<file path="config.mk">
export PLATFORM = sky130hd
export DESIGN_NAME = hazard_ctrl
export DESIGN_NICKNAME = d
export VERILOG_FILES = /design/src/rtl/hazard_ctrl.sv
export SDC_FILE = /design/constraint.sdc
export NUM_CORES = 1
export LEC_CHECK = 0
export BUFFER_PORTS_ARGS = -buffer_cell sky130_fd_sc_hd__buf_2
export CAP_MARGIN = 0
export CELL_PAD_IN_SITES_DETAIL_PLACEMENT = 2
export CELL_PAD_IN_SITES_GLOBAL_PLACEMENT = 2
export CORE_ASPECT_RATIO = 1.5
export CORE_MARGIN = 5
export CORE_UTILIZATION = 33
export CTS_CLUSTER_DIAMETER = 200
export CTS_CLUSTER_SIZE = 30
export DETAILED_ROUTE_END_ITERATION = 10
export HOLD_SLACK_MARGIN = 0.03
export PLACE_DENSITY_LB_ADDON = 0.25
export SYNTH_ARGS = -nofsm -noshare
export SYNTH_HDL_FRONTEND = slang
export SYNTH_SLANG_ARGS = --single-unit
export TNS_END_PERCENT = 50
</file>
<file path="constraint.sdc">
create_clock -name i_clk -period 2.4 [get_ports i_clk]
set_input_delay 0.36 -clock i_clk [delete_from_list [all_inputs] [get_ports i_clk]]
set_output_delay 0.36 -clock i_clk [all_outputs]
set_load 0.03 [all_outputs]
</file>
<file path="src/rtl/hazard_ctrl.sv">
// Hazard and forwarding controller: tracks in-flight destinations behind decode and produces
// interlocks, redirect squashes, registered EX forwarding selects and saturating perf counters.
module hazard_ctrl #(
  parameter int unsigned REG_AW        = 5,
  parameter int unsigned FWD_STAGES    = 3,
  parameter int unsigned RESOLVE_STAGE = 0,
  parameter int unsigned CNT_W         = 16
) (
  input  logic                          i_clk,
  input  logic                          i_rst_n,
  input  logic                          i_id_valid,
  input  logic [REG_AW-1:0]             i_id_rs1,
  input  logic [REG_AW-1:0]             i_id_rs2,
  input  logic                          i_id_rs1_used,
  input  logic                          i_id_rs2_used,
  input  logic [REG_AW-1:0]             i_id_rd,
  input  logic                          i_id_reg_write,
  input  logic                          i_id_mem_read,
  input  logic                          i_redirect,
  input  logic                          i_be_stall,
  output logic                          o_pc_en,
  output logic                          o_id_en,
  output logic                          o_ex_bubble,
  output logic                          o_flush,
  output logic [$clog2(FWD_STAGES)-1:0] o_fwd_rs1_sel,
  output logic [$clog2(FWD_STAGES)-1:0] o_fwd_rs2_sel,
  output logic [CNT_W-1:0]              o_lu_stall_cnt,
  output logic [CNT_W-1:0]              o_flush_cnt
);
  localparam int unsigned SEL_W = $clog2(FWD_STAGES);
  localparam int          NREC  = int'(FWD_STAGES);
  localparam int          RSLV  = int'(RESOLVE_STAGE);

  logic              rec_vld_q [FWD_STAGES];
  logic [REG_AW-1:0] rec_rd_q  [FWD_STAGES];
  logic              rec_ld_q  [FWD_STAGES];
  logic              rec_vld_d [FWD_STAGES];
  logic [REG_AW-1:0] rec_rd_d  [FWD_STAGES];
  logic              rec_ld_d  [FWD_STAGES];

  logic [SEL_W-1:0]  sel1_q, sel1_d, sel2_q, sel2_d;
  logic [SEL_W-1:0]  rs1_sel_c, rs2_sel_c;
  logic [CNT_W-1:0]  lu_cnt_q, lu_cnt_d, fl_cnt_q, fl_cnt_d;

  logic dec_vld_c, lu_hazard_c;
  logic pc_en_c, id_en_c, bubble_c, flush_c;

  assign dec_vld_c = i_id_valid && i_id_reg_write && (i_id_rd != '0);

  // Youngest in-flight producer among the forwardable stages; the oldest record has already
  // reached the register file by the time the consumer executes.
  always_comb begin
    rs1_sel_c = '0;
    rs2_sel_c = '0;
    for (int j = NREC - 2; j >= 0; j--) begin
      if (rec_vld_q[j] && (rec_rd_q[j] == i_id_rs1)) rs1_sel_c = SEL_W'(j + 1);
      if (rec_vld_q[j] && (rec_rd_q[j] == i_id_rs2)) rs2_sel_c = SEL_W'(j + 1);
    end
    if (!i_id_rs1_used || (i_id_rs1 == '0)) rs1_sel_c = '0;
    if (!i_id_rs2_used || (i_id_rs2 == '0)) rs2_sel_c = '0;
  end

  assign lu_hazard_c = i_id_valid && rec_vld_q[0] && rec_ld_q[0] &&
                       ((i_id_rs1_used && (i_id_rs1 != '0) && (i_id_rs1 == rec_rd_q[0])) ||
                        (i_id_rs2_used && (i_id_rs2 != '0) && (i_id_rs2 == rec_rd_q[0])));

  // Priority resolution, record shift, select and counter next-state.
  always_comb begin
    pc_en_c  = 1'b1;
    id_en_c  = 1'b1;
    bubble_c = 1'b0;
    flush_c  = 1'b0;
    sel1_d   = sel1_q;
    sel2_d   = sel2_q;
    lu_cnt_d = lu_cnt_q;
    fl_cnt_d = fl_cnt_q;
    for (int j = 0; j < NREC; j++) begin
      rec_vld_d[j] = rec_vld_q[j];
      rec_rd_d[j]  = rec_rd_q[j];
      rec_ld_d[j]  = rec_ld_q[j];
    end

    if (i_be_stall) begin
      pc_en_c = 1'b0;
      id_en_c = 1'b0;
    end else begin
      if (i_redirect) begin
        flush_c  = 1'b1;
        bubble_c = 1'b1;
        if (fl_cnt_q != '1) fl_cnt_d = fl_cnt_q + CNT_W'(1);
      end else if (lu_hazard_c) begin
        pc_en_c  = 1'b0;
        id_en_c  = 1'b0;
        bubble_c = 1'b1;
        if (lu_cnt_q != '1) lu_cnt_d = lu_cnt_q + CNT_W'(1);
      end

      for (int j = 1; j < NREC; j++) begin
        rec_vld_d[j] = rec_vld_q[j-1];
        rec_rd_d[j]  = rec_rd_q[j-1];
        rec_ld_d[j]  = rec_ld_q[j-1];
      end
      rec_vld_d[0] = dec_vld_c && !bubble_c;
      rec_rd_d[0]  = i_id_rd;
      rec_ld_d[0]  = i_id_mem_read;

      // Everything younger than the resolving branch is on the wrong path.
      if (i_redirect) begin
        for (int j = 0; j <= RSLV; j++) rec_vld_d[j] = 1'b0;
      end

      sel1_d = bubble_c ? '0 : rs1_sel_c;
      sel2_d = bubble_c ? '0 : rs2_sel_c;
    end
  end

  always_ff @(posedge i_clk or negedge i_rst_n) begin
    if (!i_rst_n) begin
      for (int j = 0; j < NREC; j++) begin
        rec_vld_q[j] <= 1'b0;
        rec_rd_q[j]  <= '0;
        rec_ld_q[j]  <= 1'b0;
      end
      sel1_q   <= '0;
      sel2_q   <= '0;
      lu_cnt_q <= '0;
      fl_cnt_q <= '0;
    end else begin
      for (int j = 0; j < NREC; j++) begin
        rec_vld_q[j] <= rec_vld_d[j];
        rec_rd_q[j]  <= rec_rd_d[j];
        rec_ld_q[j]  <= rec_ld_d[j];
      end
      sel1_q   <= sel1_d;
      sel2_q   <= sel2_d;
      lu_cnt_q <= lu_cnt_d;
      fl_cnt_q <= fl_cnt_d;
    end
  end

  assign o_pc_en        = pc_en_c;
  assign o_id_en        = id_en_c;
  assign o_ex_bubble    = bubble_c;
  assign o_flush        = flush_c;
  assign o_fwd_rs1_sel  = sel1_q;
  assign o_fwd_rs2_sel  = sel2_q;
  assign o_lu_stall_cnt = lu_cnt_q;
  assign o_flush_cnt    = fl_cnt_q;

endmodule

</file>
==> run_results.csv <==
group,metric,value,unit
drt,viasPerCell,4.919,
timing,fmax,0.4220,GHz
final_layout,nets,342,
floorplanning,fp.dieH,117.2,um
synth,syn-instance-count,235,
timing,finalHoldViolations,0,
setup_path,worstPathRequired,2.04,ns
placed_design,placedCellCount,409,
final_layout,stdcell_count,419,
clock_network,cts_tree,"done",
timing,hold_slack,0.3176,ns
timing,finClkSkew,0.003359,ns
clock_network,cts_buffers,5,
global_route,grt_overflow_total,0,
timing,maxSlewViolCount,0,
drt,drtIter0Drc,29,
placed_design,io_buffers,63,
global_route,grt_antenna_before_repair,0,
drt,wirelength,7368,um
timing,final.min_clock_period,2.370,ns
synth,netlist_area,0.002530,mm2
synth,async_flop_share,100.0,%
flow_run,max-cap-violations,0,
placed_design,dp_hpwl,5714,um
synth,ys.flop_type,"dfrtp_1",
drt,drc_errors,0,
floorplanning,io_pins,64,
synth,avgSynthCellArea,10.77,um2
floorplanning,core,0.007564,mm2
final_layout,fin_area,0.003248,mm2
final_layout,fillCellCount,857,
placed_design,placed_area,0.003073,mm2
outcome,status,"finished clean",
drt,wl_per_cell,17.58,um
synth,ys_warn_count,0,
synth,ys_seq_elements,49,
timing,relSlewSlack,69.61,%
power_and_ir_drop,vdd_ir_drop_max,0.5291,mV
setup_path,cp-start-kind,"input pin",
setup_path,worst-setup-path-type,"in -> out",
global_route,track_usage,16.74,%
setup_path,cp.arrival,2.01,ns
placed_design,globalplace.congestion,0.7863,
power_and_ir_drop,power_density,648.7,mW/mm2
final_layout,syn_to_final_growth,28.39,%
drt,drtAntennaViolNets,0,
drt,drtPass1Iterations,4,
floorplanning,dieWidth,81.49,um
floorplanning,start_util,33.45,%
hold_path,hold_path.class,"in -> reg",
floorplanning,num_rows,39,
final_layout,antenna_cells,0,
setup_path,crit_fanout,3,
clock_network,htreeDepth,2,
power_and_ir_drop,p_total,0.002107,W
timing,rsz0062_at_grt,"true",
power_and_ir_drop,p_leak,1.599,nW
final_layout,final_core_util,42.94,%
setup_path,worstSetupEndpointType,"output pin",
clock_network,max-clock-path-buffers,2,
clock_network,clk_latency,0.28,ns
timing,tightest_slew,0.4558,ns
synth,synth_edf_count,0,
global_route,grt_pass1_vias,2352,
drt,vias,2061,
final_layout,drive_gt1_share,36.28,%
global_route,grt_pass1_wl,12070,um
floorplanning,die_area,0.009553,mm2
synth,ys_seq_area_share,48.47,%
clock_network,cts-root-buf,"clkbuf_16",
synth,ys_types,41,
clock_network,cts.sinks,49,
global_route,grt_max_degree,35,
timing,setup_viol,0,
synth,syn-num-nets,261,
clock_network,clk_pin_slew_worst_paths,0.07,ns
timing,final.period_utilization,98.74,%
==> worst max-delay path, stage by stage <==
cell and delay [ns]:
buf_2 0.11, or4_4 0.53, o21ai_2 0.16, and3b_4 0.23, or2_4 0.27, a31oi_4 0.13, buf_2 0.22
==> state kept, by name, indices dropped and copies added (netlist names) <==
| signal | cells |
|---|---|
| rec_vld_q | 2 |
| rec_ld_q | 1 |
| o_flush_cnt | 16 |
| o_fwd_rs2_sel | 2 |
| rec_rd_q | 10 |
| o_fwd_rs1_sel | 2 |
| o_lu_stall_cnt | 16 |
==> cells by family after synthesis <==
logic type	synth area share (%)
XOR/XNOR	16.96
adder cells (fa/ha/maj)	0.9890
AO/OA/AOI/OAI	4.699
buffers and inverters	2.274
AND/OR/NAND/NOR	20.23
flip-flops	48.47
multiplexers	6.380
==> Yosys cell counts (3+ instances only) <==
| master | number | share of area [%] |
|---|---|---|
| and3_1 | 3 | 0.74 |
| clkbuf_1 | 4 | 0.59 |
| dfrtp_1 | 49 | 48 |
| inv_1 | 4 | 0.59 |
| mux2_2 | 12 | 5.3 |
| nand2_1 | 19 | 2.8 |
| nand3_1 | 15 | 3.0 |
| nand4_1 | 5 | 1.2 |
| nor2_1 | 16 | 2.4 |
| nor3_1 | 13 | 2.6 |
| nor4_1 | 8 | 2.0 |
| or3_1 | 3 | 0.74 |
| xnor2_1 | 14 | 4.8 |
| xor2_1 | 35 | 12 |
==> power by group <==
part / switching, W / internal (W) / leakage (nW) / total, W
clock: 0.000308 / 0.000383 / 0.0696 / 0.000691
combinational: 0.000259 / 0.000170 / 0.886 / 0.000429
sequential: 0.0000896 / 0.000897 / 0.644 / 0.000987
total: 0.000657 / 0.00145 / 1.60 / 0.00211
==> path summary, 6_finish.rpt <==
| kind | startpoint | to | slack [ns] | depth (start not counted) |
|---|---|---|---|---|
| worst max-delay path | i_id_rs1[1] | o_pc_en | 0.03 | 7 |
| worst min-delay path | i_id_rd[3] | rec_rd_q[13] | 0.32 | 2 |
| worst max register to register | rec_rd_q[13] | o_lu_stall_cnt[1] | 0.26 | 7 |
| worst min register to register | o_lu_stall_cnt[10] | o_lu_stall_cnt[10] | 0.49 | 1 |
| max in group asynchronous | i_rst_n | o_flush_cnt[2] | 1.09 | 3 |
| min in group asynchronous | i_rst_n | o_lu_stall_cnt[14] | 0.52 | 2 |
==> cell usage in the layout, fill, tap and decap left out, drive strengths merged, types with 2 or more instances in the layout <==
| master | count |
|---|---|
| a22o | 2 |
| a32o | 2 |
| and3 | 3 |
| and4 | 2 |
| buf | 80 |
| clkbuf | 6 |
| clkinv | 2 |
| dfrtp | 49 |
| ha | 2 |
| inv | 4 |
| mux2 | 14 |
| nand2 | 20 |
| nand3 | 15 |
| nand4 | 5 |
| nor2 | 16 |
| nor3 | 13 |
| nor4 | 8 |
| nor4b | 2 |
| o21ai | 5 |
| or2 | 3 |
| or3 | 3 |
| or4 | 3 |
| xnor2 | 14 |
| xor2 | 35 |
==> metrics by stage <==
stage | TNS, ns | setup WS [ns]
final | 0 | 0.03016
after CTS | 0 | 0.04058
after detailed placement | -0.003485 | -0.001874
after global placement | 0 | 0.01536
after floorplan | 0 | 0.01450
after global routing | -0.07495 | -0.03016
==> layout make-up <==
class                      instances  area [um2]  area share (%)
multi-input combinational        174        1274           39.21
sequential                        49        1226           37.75
timing repair buffer              82       462.9           14.25
tap                              102       127.6           3.929
clock buffer                       5       125.1           3.852
clock inverter                     3       17.52          0.5393
inverter                           4       15.01          0.4622
==> routing by layer <==
metal / share of wire (%) / GRT usage (%) / up-vias / wire length [um]
met5: 0 / 0 / - / 0
met4: 1.8 / 5.975 / 0 / 129
met3: 3.3 / 3.063 / 7 / 246
met2: 55 / 30.79 / 39 / 4019
met1: 40 / 18.97 / 1039 / 2972
li1: - / - / 976 / -
==> timing repair <==
item	CTS	global route
pin swaps	0	1
gates cloned	0	0
endpoints found under the hold margin	15	0
hold buffers	1	0
gates resized for setup	2	2
buffers inserted	0	1
setup endpoints to repair	3	3
Power figures use the tool's default switching activity.
